[src/rtl/apb_regfile_slave_if.sv]
// APB completer-side bus bundle for the register-file slave.
// The master modport drives the request, the slave modport returns data and status.
interface apb_regfile_slave_if #(
  parameter int AddrWidth = 32
);
  logic                 psel;
  logic                 penable;
  logic                 pwrite;
  logic [AddrWidth-1:0] paddr;
  logic [31:0]          pwdata;
  logic [3:0]           pstrb;
  logic [31:0]          prdata;
  logic                 pready;
  logic                 pslverr;

  modport master (
    output psel, penable, pwrite, paddr, pwdata, pstrb,
    input  prdata, pready, pslverr
  );

  modport slave (
    input  psel, penable, pwrite, paddr, pwdata, pstrb,
    output prdata, pready, pslverr
  );
endinterface

[src/rtl/apb_regfile_slave.sv]
// APB slave that bridges transfers onto a simple register-file port with
// a programmable number of wait states, range/alignment checking and abort handling.
module apb_regfile_slave #(
  parameter int NumWords   = 64,
  parameter int WaitStates = 1,
  parameter int AddrWidth  = 32
) (
  input  logic                        clk,
  input  logic                        reset_n,
  apb_regfile_slave_if.slave          apb,
  output logic                        rf_w_en,
  output logic [$clog2(NumWords)-1:0] rf_offset,
  output logic [31:0]                 rf_data_in,
  output logic [3:0]                  rf_strb,
  input  logic [31:0]                 rf_data_out
);

  localparam logic [3:0]           WaitInit = 4'(WaitStates);
  localparam logic [AddrWidth-1:0] MaxAddr  = AddrWidth'(NumWords - 4);

  typedef enum logic {
    IDLE   = 1'b0,
    ACCESS = 1'b1
  } state_e;

  state_e               state_q;
  logic [3:0]           cnt_q;
  logic                 pready_q;
  logic                 write_q;
  logic [AddrWidth-1:0] addr_q;
  logic [31:0]          wdata_q;
  logic [3:0]           strb_q;
  logic                 err;

  // pready_q is raised on the edge where the wait counter reaches zero, so it
  // is high for exactly the ACCESS cycle in which cnt_q == 0.
  always_ff @(posedge clk or negedge reset_n) begin
    if (!reset_n) begin
      state_q  <= IDLE;
      cnt_q    <= 4'd0;
      pready_q <= 1'b0;
      write_q  <= 1'b0;
      addr_q   <= '0;
      wdata_q  <= 32'd0;
      strb_q   <= 4'd0;
    end else begin
      case (state_q)
        IDLE: begin
          pready_q <= 1'b0;
          if (apb.psel && !apb.penable) begin
            write_q  <= apb.pwrite;
            addr_q   <= apb.paddr;
            wdata_q  <= apb.pwdata;
            strb_q   <= apb.pstrb;
            cnt_q    <= WaitInit;
            pready_q <= (WaitInit == 4'd0);
            state_q  <= ACCESS;
          end
        end
        ACCESS: begin
          if (pready_q) begin
            pready_q <= 1'b0;
            state_q  <= IDLE;
          end else if (!(apb.psel && apb.penable)) begin
            // Master withdrew the transfer before completion.
            cnt_q   <= 4'd0;
            state_q <= IDLE;
          end else begin
            cnt_q    <= cnt_q - 4'd1;
            pready_q <= (cnt_q == 4'd1);
          end
        end
        default: begin
          pready_q <= 1'b0;
          state_q  <= IDLE;
        end
      endcase
    end
  end

  assign err = (addr_q[1:0] != 2'b00) || (addr_q > MaxAddr);

  assign apb.pready  = pready_q;
  assign apb.pslverr = pready_q && err;
  assign apb.prdata  = (pready_q && !write_q && !err) ? rf_data_out : 32'd0;

  assign rf_w_en    = pready_q && write_q && !err && (strb_q != 4'd0);
  assign rf_offset  = addr_q[$clog2(NumWords)-1:0];
  assign rf_data_in = wdata_q;
  assign rf_strb    = strb_q;

endmodule

[src/flat_wrapper.sv]
// flat-port wrapper written by rule: the top's interface ports become plain ports
module apb_regfile_slave_flat 
#(
  parameter int NumWords   = 64,
  parameter int WaitStates = 1,
  parameter int AddrWidth  = 32
)
  (clk, reset_n, rf_w_en, rf_offset, rf_data_in, rf_strb, rf_data_out, apb_psel, apb_penable, apb_pwrite, apb_paddr, apb_pwdata, apb_pstrb, apb_prdata, apb_pready, apb_pslverr);
  apb_regfile_slave_if #(.AddrWidth(AddrWidth)) apb_i ();
  input  logic clk;
  input  logic reset_n;
  output logic rf_w_en;
  output logic [$clog2(NumWords)-1:0] rf_offset;
  output logic [31:0] rf_data_in;
  output logic [3:0] rf_strb;
  input  logic [31:0] rf_data_out;
  input wire logic [$bits(apb_i.psel)-1:0] apb_psel;
  input wire logic [$bits(apb_i.penable)-1:0] apb_penable;
  input wire logic [$bits(apb_i.pwrite)-1:0] apb_pwrite;
  input wire logic [$bits(apb_i.paddr)-1:0] apb_paddr;
  input wire logic [$bits(apb_i.pwdata)-1:0] apb_pwdata;
  input wire logic [$bits(apb_i.pstrb)-1:0] apb_pstrb;
  output wire logic [$bits(apb_i.prdata)-1:0] apb_prdata;
  output wire logic [$bits(apb_i.pready)-1:0] apb_pready;
  output wire logic [$bits(apb_i.pslverr)-1:0] apb_pslverr;
  assign apb_i.psel = apb_psel;
  assign apb_i.penable = apb_penable;
  assign apb_i.pwrite = apb_pwrite;
  assign apb_i.paddr = apb_paddr;
  assign apb_i.pwdata = apb_pwdata;
  assign apb_i.pstrb = apb_pstrb;
  assign apb_prdata = apb_i.prdata;
  assign apb_pready = apb_i.pready;
  assign apb_pslverr = apb_i.pslverr;
  apb_regfile_slave #(.NumWords(NumWords), .WaitStates(WaitStates), .AddrWidth(AddrWidth)) u_core (.clk(clk), .reset_n(reset_n), .apb(apb_i), .rf_w_en(rf_w_en), .rf_offset(rf_offset), .rf_data_in(rf_data_in), .rf_strb(rf_strb), .rf_data_out(rf_data_out));
endmodule
[config.mk]
export PLATFORM = sky130hd
export DESIGN_NAME = apb_regfile_slave_flat
export DESIGN_NICKNAME = d
export VERILOG_FILES = /design/src/rtl/apb_regfile_slave_if.sv /design/src/rtl/apb_regfile_slave.sv /design/src/flat_wrapper.sv
export SDC_FILE = /design/constraint.sdc
export NUM_CORES = 1
export LEC_CHECK = 0
export ABC_AREA = 1
export CAP_MARGIN = 20
export CORE_ASPECT_RATIO = 0.9
export CORE_UTILIZATION = 40
export CTS_CLUSTER_DIAMETER = 50
export DETAILED_ROUTE_END_ITERATION = 10
export GPL_TIMING_DRIVEN = 0
export PLACE_DENSITY = 0.78
export SLEW_MARGIN = 20
export SYNTH_ARGS = -nofsm -noshare
export SYNTH_HDL_FRONTEND = slang
export SYNTH_SLANG_ARGS = --single-unit
[constraint.sdc]
create_clock -name clk -period 1.46 [get_ports clk]
set_input_delay 0.219 -clock clk [delete_from_list [all_inputs] [get_ports clk]]
set_output_delay 0.219 -clock clk [all_outputs]
set_load 0.1 [all_outputs]
==> impl_metrics.yaml <==
status:
  status: "complete, but fails checks"
  violations: "setup timing"
synth:
  synth_seq_area_share_pct: 54.6
  synth.distinct_cells: 21
  ys_async_sr_fraction_pct: 100
  synthTopCellsByCount: "dfrtp_1 (75), inv_1 (56), mux2_2 (53), nor2_1 (34), nor2_2 (30)"
  synth_edf_count: 0
  synth.most_common_cell: "dfrtp_1"
  synth_seq_cells: 75
  synth_warnings: 0
  yosysTopAreaCellShare_pct: 54.6
  syn_nets: 426
  synthesis.area_sq_um: 3440
  synth_area_leader_cell: "dfrtp_1"
  synthCells: 319
  yosys-top-cells-area: "dfrtp_1 (55%), mux2_2 (17%), inv_1 (6.1%), nor2_2 (5.5%), nor2_1 (3.7%)"
  synth_ff_type: "dfrtp_1"
  avgSynthCellArea_sq_um: 10.8
clock_tree:
  cts_root_buffer: "clkbuf_8"
  clockBufferDepth: 2
  cts.sinks: 75
  clkTransAtPathRegs_ns: 0.08
  cts-buffers-inserted: 9
  cts_htree_levels: 3
  cts_tree: "yes"
  worstSkewPairLatency_ns: 0.34
place:
  gp_congestion: 0.761
  port_buffers: 181
  pre_cts_ws_ns: -1.25
  dp_hpwl_um: 6530
setup_path:
  start_kind: "flop"
  worstPathArrival_ns: 1.90
  crit_type: "reg -> out"
  required_ns: 1.24
  end_kind: "output port"
  cp_max_fo: 5
routing:
  drc: 0
  ant_nets: 0
  vias: 2870
  drtIter0Drc: 101
  routedWlPerCell_um: 14.4
  viasPerCell: 4.44
  drtPass1Iterations: 4
  routed_wl_um: 9280
cells_and_area:
  fin_nets: 633
  num_antenna_cells: 0
  drive_above_1_share_pct: 43.3
  area_growth_pct: 78.6
sta:
  relSlewSlack_pct: 66.6
  setup_violations: 34
  drv_slew: 0
  worst_slew_pin_slew_ns: 0.505
  fin_skew_ns: 0.0110
  rsz0062_at_grt: "yes"
  finalSetupTns_ns: -21.25
  fmax_mhz: 472
  setup_ws_ns: -0.660
  finalCriticalPeriod_ns: 2.12
  min_period_over_period_pct: 145
  finalHoldViolations: 0
die:
  die_y_um: 89.9
  coreArea_sq_um: 8180
  die-area_sq_um: 8970
  placementRows: 31
  die_x_um: 99.7
  io_pins: 182
  start_util_pct: 42.0
power:
  power_density_nw_per_um2: 1170
  ir_drop_mv: 1.16
  total_power_uw: 7190
  p_leak_uw: 0.00276
grt:
  grt_pass1_wl_um: 15200
  grt.overflow.total: 0
  grt_pass1_vias: 3055
  grt_max_degree: 53
  antenna_found_initial: 0
  track_usage_pct: 21.8
run:
  max-cap-violations: 0
worst_hold_path:
  hold_class: "in -> async"
[report_power, final]
part | internal (uW) | leakage [uW] | switching [uW]
clock network | 758 | 0.0000956 | 743
logic | 813 | 0.00180 | 2220
registers | 2470 | 0.000870 | 180
[metrics by stage]
| stage | cell area, sq um | std cells | util (%) | hold slack (ns) |
|---|---|---|---|---|
| final | 6140 | 646 | 75.0 | 0.338 |
| after global placement | 5620 | 615 | 68.6 | 0.487 |
| after floorplan | 3660 | 319 | - | -0.0766 |
| after global routing | 6140 | 646 | 75.0 | 0.353 |
| after detailed placement | 5640 | 616 | 68.9 | 0.152 |
| after CTS | 6130 | 645 | 75.0 | 0.320 |
[final timing paths]
check / from / end / slack [ns] / cells after the start
setup / recovery: u_core.addr_q[8] / apb_prdata[2] / -0.66 / 10
hold / removal: reset_n / u_core.rf_data_in[1] / 0.34 / 2
setup reg to reg: u_core.state_q / u_core.cnt_q[0] / 0.17 / 5
hold reg to reg: u_core.rf_data_in[12] / u_core.rf_data_in[12] / 0.50 / 1
max in group asynchronous: reset_n / u_core.rf_strb[1] / 0.52 / 3
min in group clk: apb_paddr[15] / u_core.addr_q[15] / 0.45 / 3
[metal layers]
metal | share of wire [%] | global-route usage [%]
met5 | 0 | 0
met3 | 9.4 | 8.16
met2 | 49 | 36.9
met4 | 0.50 | 5.15
met1 | 41 | 26.1
[what timing repair did]
action	CTS	global route
setup buffers	10	3
cloned	2	0
pin swaps	9	6
endpoints found under the setup margin	77	46
resized for setup	522	23
endpoints found under the hold margin	23	0
hold buffers	1	0
[cell type report]
type	count	area (sq um)
Timing Repair Buffer	196	2120
Fill cell	570	2040
Sequential cell	75	1900
Multi-Input combinational cell	170	1420
Inverter	56	213
Clock buffer	13	169
Buffer	18	151
Tap cell	115	144
Clock inverter	3	21.3
[placed cells by master (no fill, tap or decap), drive strengths merged]
master	count
clkdlybuf4s50	103
buf	103
dfrtp	75
nor2	66
inv	56
mux2	53
clkbuf	20
a21oi	18
nand2	18
nand3	4
o22ai	3
ha	2
and2	2
clkinv	2
nand3b	1
xor2	1
xnor2	1
a31oi	1
clkinvlp	1
dlygate4sd3	1
[state kept, by name, summed over array words and instances, names as in the netlist]
signal and flops:
u_core.addr_q 32, u_core.apb.pready 1, u_core.cnt_q 4, u_core.rf_data_in 32, u_core.rf_strb 4, u_core.state_q 1
u_core.write_q 1
[worst max-delay path: stages, from the launching register on]
cell and delay (ns):
dfrtp_1 0.38, inv_2 0.06, nand2_1 0.06, nor2_1 0.11, nand2_1 0.11, nor2_4 0.13, nand3_4 0.11, buf_4 0.17
buf_16 0.14, nor2_4 0.11, buf_12 0.18
[cells by family (layout without fill, tap and decap cells)]
| family | after synthesis | after routing | share of synthesized area, % |
|---|---|---|---|
| adder cells (fa/ha/maj) | 2 | 2 | 0.728 |
| XOR/XNOR | 2 | 2 | 0.510 |
| multiplexers | 53 | 53 | 17.4 |
| buffers and inverters | 74 | 286 | 9.76 |
| AND/OR/NAND/NOR | 91 | 91 | 13.7 |
| AO/OA/AOI/OAI | 22 | 22 | 3.35 |
| flip-flops | 75 | 75 | 54.6 |
No activity file was read; power rests on OpenSTA's default activity.
